<file path="config.mk">
export PLATFORM = sky130hd
export DESIGN_NAME = uart_receiver
export DESIGN_NICKNAME = d
export VERILOG_FILES = /design/src/rtl/uart_pkg.sv /design/src/rtl/uart_sync.sv /design/src/rtl/uart_receiver.sv
export SDC_FILE = /design/constraint.sdc
export NUM_CORES = 1
export LEC_CHECK = 0
export CORE_MARGIN = 4
export CORE_UTILIZATION = 50
export CTS_BUF_LIST = sky130_fd_sc_hd__clkbuf_2
export CTS_CLUSTER_SIZE = 28
export DETAILED_ROUTE_END_ITERATION = 7
export PLACE_DENSITY = 0.71
export REMOVE_ABC_BUFFERS = 1
export SYNTH_ARGS = -nofsm -noshare
export SYNTH_HDL_FRONTEND = slang
export SYNTH_SLANG_ARGS = --single-unit
</file>
<file path="constraint.sdc">
create_clock -name clk -period 2 [get_ports clk]
set_input_delay 0.4 -clock clk [delete_from_list [all_inputs] [get_ports clk]]
set_output_delay 0.4 -clock clk [all_outputs]
set_load 0.02 [all_outputs]
</file>
<file path="src/rtl/uart_pkg.sv">
// rtl/uart_pkg.sv - shared UART types and default line parameters
package uart_pkg;

    localparam int DEFAULT_CLK_FREQ  = 50_000_000;
    localparam int DEFAULT_BAUD_RATE = 1_000_000;
    localparam int DATA_BITS         = 8;

    typedef enum logic [1:0] {
        IDLE,
        START,
        DATA,
        STOP
    } rx_state_t;

endpackage

</file>
<file path="src/rtl/uart_sync.sv">
// rtl/uart_sync.sv - two-flop synchronizer, both stages reset to the idle-high level
module uart_sync (
    input  logic clk,
    input  logic reset,
    input  logic d,
    output logic q
);

    logic meta;

    always_ff @(posedge clk or posedge reset) begin
        if (reset) begin
            meta <= 1'b1;
            q    <= 1'b1;
        end else begin
            meta <= d;
            q    <= meta;
        end
    end

endmodule

</file>
<file path="src/rtl/uart_receiver.sv">
// rtl/uart_receiver.sv - 8N1 UART receive stage with valid/ready byte port
module uart_receiver
    import uart_pkg::*;
#(
    parameter int clk_freq    = DEFAULT_CLK_FREQ,
    parameter int baud_rate   = DEFAULT_BAUD_RATE,
    parameter int div_counter = clk_freq / baud_rate,
    parameter int half_div    = div_counter / 2
) (
    input  logic                 clk,
    input  logic                 reset,
    input  logic                 RxD,
    output logic [DATA_BITS-1:0] RxData,
    output logic                 rx_valid,
    input  logic                 rx_ready,
    output logic                 frame_error,
    output logic                 overrun,
    output logic                 busy
);

    localparam int              CNT_W     = $clog2(div_counter);
    localparam logic [CNT_W-1:0] DIV_LAST  = CNT_W'(div_counter - 1);
    localparam logic [CNT_W-1:0] HALF_LAST = CNT_W'(half_div - 1);
    localparam logic [2:0]       LAST_BIT  = 3'(DATA_BITS - 1);

    rx_state_t            state;
    logic [CNT_W-1:0]     cnt;
    logic [2:0]           bit_index;
    logic [DATA_BITS-1:0] shift;
    logic                 armed;
    logic [1:0]           fill;
    logic                 rx_s;

    uart_sync u_rx_sync (
        .clk   (clk),
        .reset (reset),
        .d     (RxD),
        .q     (rx_s)
    );

    assign busy = (state != IDLE);

    // The synchronizer's reset-to-1 contents are not evidence of an idle line,
    // so arming waits until fill shows both stages carry real RxD samples.
    always_ff @(posedge clk or posedge reset) begin
        if (reset) begin
            state       <= IDLE;
            cnt         <= '0;
            bit_index   <= '0;
            shift       <= '0;
            armed       <= 1'b0;
            fill        <= 2'b00;
            RxData      <= '0;
            rx_valid    <= 1'b0;
            frame_error <= 1'b0;
            overrun     <= 1'b0;
        end else begin
            frame_error <= 1'b0;
            overrun     <= 1'b0;
            fill        <= {fill[0], 1'b1};
            if (fill[1] && rx_s)
                armed <= 1'b1;
            if (rx_valid && rx_ready)
                rx_valid <= 1'b0;

            case (state)
                IDLE: begin
                    if (armed && !rx_s) begin
                        state <= START;
                        cnt   <= '0;
                    end
                end
                START: begin
                    if (cnt == HALF_LAST) begin
                        cnt <= '0;
                        if (!rx_s) begin
                            state     <= DATA;
                            bit_index <= '0;
                        end else begin
                            state <= IDLE;
                        end
                    end else begin
                        cnt <= cnt + 1'b1;
                    end
                end
                DATA: begin
                    if (cnt == DIV_LAST) begin
                        cnt              <= '0;
                        shift[bit_index] <= rx_s;
                        if (bit_index == LAST_BIT)
                            state <= STOP;
                        else
                            bit_index <= bit_index + 3'd1;
                    end else begin
                        cnt <= cnt + 1'b1;
                    end
                end
                STOP: begin
                    if (cnt == DIV_LAST) begin
                        cnt   <= '0;
                        state <= IDLE;
                        // A new byte may replace the held one only if it is leaving this cycle.
                        if (!rx_s) begin
                            frame_error <= 1'b1;
                        end else if (!rx_valid || rx_ready) begin
                            RxData   <= shift;
                            rx_valid <= 1'b1;
                        end else begin
                            overrun <= 1'b1;
                        end
                    end else begin
                        cnt <= cnt + 1'b1;
                    end
                end
                default: state <= IDLE;
            endcase
        end
    end

endmodule

</file>
==> qor.yml, run 1 <==
hold_path:
  hp-start: "u_rx_sync.meta$_DFF_PP1_"
  hold_depth: 0
  min_to: "u_rx_sync.q$_DFF_PP1_"
  hold_class: "flip-flop to flip-flop"
drt:
  ant_nets: 0
  via_per_inst: 5.521
  via_count: 1165
  wirelength_mm: 3.137
  wire_per_inst_um: 14.87
  first_iter_violations: 36
  drt_first_pass_iters: 4
  drc_errors: 0
sta:
  fin_ws_ns: 0.1258
  fmax_mhz: 533.5
  finalCriticalPeriod_ns: 1.874
  finClkSkew_ns: 0.02713
  final.setup.tns_ns: 0
  slew_violations: 0
  hold_violations: 0
  rsz0062_at_grt: "false"
  finalCritPeriodShare: 0.9371
  setup_viol: 0
logic_synthesis:
  synthMuxAreaShare: 0.1374
  netlist-cell-type-count: 43
  synth_area_leader_cell: "dfrtp_1"
  yosysWarnings: 0
  synth_area_mm2: 0.001703
  ys_seq_area_frac: 0.5158
  synth_top_area_share: 0.4849
  synth_compound_area_frac: 0.06098
  yosys.area_share.simple: 0.1940
  synth_area_leaders: "dfrtp_1, mux2_4, mux2_2, ha_1, dfstp_2"
  ys_async_sr_fraction: 1.000
  synth-xor-area-share: 0.005143
  synth_top_family_by_area: "simple AND/OR/NAND/NOR gates"
  ys_ff_latch: 35
  synth_fa_ha_area_frac: 0.03674
  synth_cells: 143
  synth-main-ff-cell: "dfrtp_1"
  syn_avg_cell_area_um2: 11.91
  synth_edf_count: 0
cts:
  holdBufCountCts: 0
  path_clk_slew_ns: 0.19
  clkSinkCount: 35
  cts_buffer_depth: 2
  tritoncts: "built"
  clock_latency_ns: 0.37
  cts-htree-levels: 2
  numCtsBuffers: 5
  root_buffer: "clkbuf_2"
worst_setup_path:
  critPathRequiredTime_ns: 2.28
  worst-endpoint-arrival_ns: 2.16
  r2r_cells: 7
  critical_path_class: "flip-flop to flip-flop"
  reg2reg_to: "RxData[1]$_DFFE_PP0P_"
  start_kind: "flip-flop"
  rrSetupSlack_ns: 0.13
  end_kind: "flip-flop"
  crit_fanout: 8
  r2r_start: "cnt[1]$_DFFE_PP0P_"
pwr:
  leakage_nw: 0.9062
  power_switching_uw: 566.0
  internal-power_mw: 1.289
  ir_worst_vdd_uv: 840.0
  p_per_area_mw_per_mm2: 916.3
  swShare: 0.3051
  p_clk_frac: 0.315
  seqPwrFrac: 0.499
  combPwrFrac: 0.186
global_route:
  overflow: 0
  grt_max_degree: 36
  grt_use_total: 0.1650
  grt_pass1_wl_mm: 5.478
  grt_antenna_before_repair: 0
  grt_pass1_vias: 1188
placement:
  dp_hpwl_mm: 2.148
  place_worst_setup_slack_ns: 0.1559
  globalplace.congestion: 0.8472
  port_buffers: 15
floorplanning:
  start_util: 0.5401
  die_w_um: 66.36
  core_mm2: 0.003153
  ioPinCount: 16
  dieArea_mm2: 0.004404
  rows: 20
  die_y_um: 66.36
status:
  status: "complete, no violations"
cells_and_area:
  nNetsFinal: 175
  drive_gt1_frac: 0.2695
  register_area_um2: 879.6
  diodes: 0
  syn_to_final_growth_pct: 18.88
  fill_cells: 267
  multi_input_area_um2: 745.7
flow_run:
  maxCapViolations: 0
[cell usage in the layout (no fill, tap or decap), drive strengths merged, types with 2 or more instances in the layout]
master and instances:
ha 5, mux2 16, clkdlybuf4s50 14, dfrtp 33, buf 7, nor4 2
o21ai 6, clkbuf 5, o311ai 2, nor2b 2, mux2i 2, nand2b 3
nor3 4, bufinv 2, and4 2, a21oi 2, inv 10, nand4 4
nand2 14, nand3 8, nor2 6, dfstp 2
[Yosys cell counts (2+ instances only)]
library cell and count:
and4_1 2, buf_2 2, buf_6 2, dfrtp_1 33
dfstp_2 2, ha_1 5, inv_1 9, mux2_2 7
mux2_4 9, mux2i_1 2, nand2_1 14, nand2b_1 3
nand3_1 8, nand4_1 2, nor2_1 5, nor3_1 4
nor4_1 2, o21ai_0 6, o311ai_0 2
[area by class of cell]
class / count / area share
inverters: 10 / 0.01854
multi-input cells: 92 / 0.3684
repair buffers: 22 / 0.1057
clock inverters: 3 / 0.03337
flip-flops and latches: 35 / 0.4345
well taps: 44 / 0.02719
clock buffers: 5 / 0.01236
[worst max-delay path: stages, from the launching register on]
cell and delay (ns):
dfrtp_1 0.46, inv_1 0.10, ha_1 0.18, and4bb_2 0.27, nand4_2 0.14, nor2b_2 0.20, buf_12 0.15, mux2_4 0.29
[kinds of logic after synthesis]
family,count (synthesis)
other,1
buffers and inverters,16
and+or+nand+nor,53
xor gates and xnor gates,1
muxes,18
DFF,35
AOI/OAI and AO/OA,14
adders and majority gates,5
[registers in the layout (all words and copies together), names as in the netlist, named ones only]
name	flops
RxData	8
shift	8
cnt	6
bit_index	3
fill	2
armed	1
frame_error	1
overrun	1
rx_valid	1
state	1
u_rx_sync.meta	1
u_rx_sync.q	1
[power by group through the flow]
stage               Combinational (mW)  Sequential (mW)  Clock [mW]
global placement                 0.285            0.932           0
global route                     0.383            0.942       0.645
floorplan                        0.228            0.904           0
detailed placement               0.304            0.937           0
finish                           0.345            0.926       0.583
CTS                              0.310            0.925       0.600
[what timing repair did]
| item | 4_1_cts | 5_1_grt |
|---|---|---|
| buffers inserted | 0 | 3 |
| resized for setup | 3 | 0 |
| setup endpoints to repair | 1 | 1 |
[how the worst max path moves through the flow]
stage	from	end	slack (ns)
after floorplan	cnt[1]$_DFFE_PP0P_	RxData[0]$_DFFE_PP0P_	0.06
after global placement	cnt[1]$_DFFE_PP0P_	RxData[7]$_DFFE_PP0P_	0.23
after detailed placement	cnt[1]$_DFFE_PP0P_	RxData[5]$_DFFE_PP0P_	0.16
after CTS	flip-flop	busy	0.08
after global routing	state[0]$_DFFE_PP0P_	busy	0.007
final	cnt[1]$_DFFE_PP0P_	RxData[1]$_DFFE_PP0P_	0.13
[layer usage]
metal	vias to the layer above	global-route usage	routed length [um]
li1	546	-	-
met1	581	0.2217	1468
met4	0	0.06345	36
met5	-	0	0
met3	4	0.04932	141
met2	34	0.2491	1490
[per-stage QoR]
stage,cells,power (mW),hold WS [ns],area [um^2],utilization
final,211,1.855,0.3697,2024,0.6421
after global routing,211,1.971,0.3704,2024,0.6421
after CTS,208,1.835,0.3726,2002,0.6349
after detailed placement,200,1.240,0.3405,1907,0.6048
after global placement,200,1.218,0.3361,1907,0.6048
after floorplan,137,1.132,0.3312,1659,-
Power figures use the tool's default switching activity.
==> inputs of run 2 (changes only) <==
Settings changed: CORE_UTILIZATION 50 to 55, PLACE_DENSITY 0.71 to 0.77.
==> qor.yml, run 2 (synthesis gave the netlist of run 1 again) <==
status:
  status: "complete, no violations"
global_route:
  grt_use_total: 0.1744
  grt_pass1_wl_mm: 5.382
  grt_max_degree: 36
  grt_antenna_before_repair: 0
  overflow: 0
  grt_pass1_vias: 1139
floorplanning:
  die_w_um: 63.65
  rows: 19
  die_y_um: 63.65
  ioPinCount: 16
  start_util: 0.5969
  core_mm2: 0.002853
  dieArea_mm2: 0.004051
sta:
  fmax_mhz: 518.6
  final.setup.tns_ns: 0
  slew_violations: 0
  hold_ws_ns: 0.3706
  finalCriticalPeriod_ns: 1.928
  hold_violations: 0
  finalCritPeriodShare: 0.9642
  setup_viol: 0
  finClkSkew_ns: 0.01582
drt:
  wirelength_mm: 3.093
  m1WireLength_mm: 1.418
  via_per_inst: 5.807
  via_count: 1144
  first_iter_violations: 40
  routed.top_layer: "met4"
  wl_met3_um: 158
  wire_per_inst_um: 15.70
  wl_met2_mm: 1.446
  ant_nets: 0
  drt_first_pass_iters: 4
  drc_errors: 0
cts:
  clkSinkCount: 35
  tritoncts: "built"
  cts-htree-levels: 2
  cts_buffer_depth: 2
  root_buffer: "clkbuf_2"
  numCtsBuffers: 5
  clock_latency_ns: 0.39
  path_clk_slew_ns: 0.19
hold_path:
  hold_class: "input port to asynchronous set/reset pin"
cells_and_area:
  drive_gt1_frac: 0.2711
  nNetsFinal: 174
  top_regs: "RxData: 8 flops, shift: 8 flops, cnt: 6 flops"
  diodes: 0
  syn_to_final_growth_pct: 16.24
  most-common-layout-cells: "dfrtp_1, nand2_1, clkdlybuf4s50_1, inv_1, mux2_4"
  fin_area_mm2: 0.001979
  fin_cells: 197
  fill_cells: 208
  final_common_cell: "dfrtp_1"
worst_setup_path:
  critPathRequiredTime_ns: 2.30
  max_stage_delay_ns: 0.46
  crit_buf_inv: 2
  critical_path_class: "flip-flop to flip-flop"
  path_delay_family: "simple AND/OR/NAND/NOR gates"
  crit_fanout: 8
  worst-endpoint-arrival_ns: 2.23
  end_kind: "flip-flop"
  start_kind: "flip-flop"
  path_cells: "inv_1 -> ha_2 -> and4bb_2 -> nand4_2 -> nor2b_2 -> buf_12 -> mux2_4"
  cpMaxStageDelayCell: "dfrtp_1"
pwr:
  leakage_nw: 0.8907
  total_power_mw: 1.713
  ir_worst_vdd_uv: 618.0
  p_per_area_mw_per_mm2: 865.5
placement:
  dp_cells: 187
  place_area_mm2: 0.001891
  globalplace.congestion: 0.8001
  port_buffers: 15
  dp_hpwl_mm: 2.208
flow_run:
  maxCapViolations: 0
run 2: cell types whose count changed in the layout (fill, tap and decap cells not counted), sizes merged:
| cell | delta |
|---|---|
| bufinv | -1 |
| buf | -1 |
| clkinv | +2 |
| clkinvlp | -1 |
run 2: repair_timing:
| action | CTS | global route |
|---|---|---|
| hold buffers | 0 | 0 |
| gates resized for setup | 3 | 1 |
| hold endpoints to repair | 0 | 0 |
| endpoints found under the setup margin | 1 | 8 |
| buffers inserted | 0 | 2 |
run 2: final timing paths:
kind / from / endpoint / slack (ns) / cells after the start
max: cnt[1]$_DFFE_PP0P_ / RxData[4]$_DFFE_PP0P_ / 0.07 / 7
min: reset / rx_valid$_DFF_PP0_ / 0.37 / 3
max reg2reg: cnt[1]$_DFFE_PP0P_ / RxData[4]$_DFFE_PP0P_ / 0.07 / 7
min reg2reg: u_rx_sync.meta$_DFF_PP1_ / u_rx_sync.q$_DFF_PP1_ / 0.37 / 0
max in group asynchronous: reset / u_rx_sync.meta$_DFF_PP1_ / 1.27 / 3
min in group clk: u_rx_sync.meta$_DFF_PP1_ / u_rx_sync.q$_DFF_PP1_ / 0.37 / 0
run 2: final cells by class:
type	instances	area, um^2	share of cell area
clock buffers	5	25.02	0.01264
clock inverters	3	43.79	0.02212
flip-flops and latches	35	879.6	0.4444
multi-input cells	92	748.2	0.3780
well taps	31	38.79	0.01960
repair buffers	21	206.4	0.1043
inverters	10	37.54	0.01896
run 2: metrics by stage:
| stage | util | worst slack [ns] |
|---|---|---|
| 6_report | 0.6939 | 0.07159 |
| 3_3_place_gp | 0.6627 | 0.1663 |
| 5_1_grt | 0.6939 | -0.0001361 |
| 4_1_cts | 0.6877 | 0.03972 |
| 3_5_place_dp | 0.6627 | 0.04846 |
| 2_1_floorplan | - | 0.06482 |
run 2: where the power goes:
| part | internal [mW] | switching (mW) |
|---|---|---|
| combinational | 0.165 | 0.151 |
| clock | 0.212 | 0.251 |
| sequential | 0.778 | 0.156 |
| total | 1.16 | 0.558 |
run 2: tightest hold or removal path, stage by stage:
cell and delay, ns:
clkdlybuf4s50_1 0.40, inv_1 0.05, buf_4 0.37
run 2: per-layer routing:
layer	track usage	vias to the layer above
li1	-	545
met1	0.2226	561
met2	0.2621	31
met3	0.06394	7
met4	0.08086	0
met5	0	-
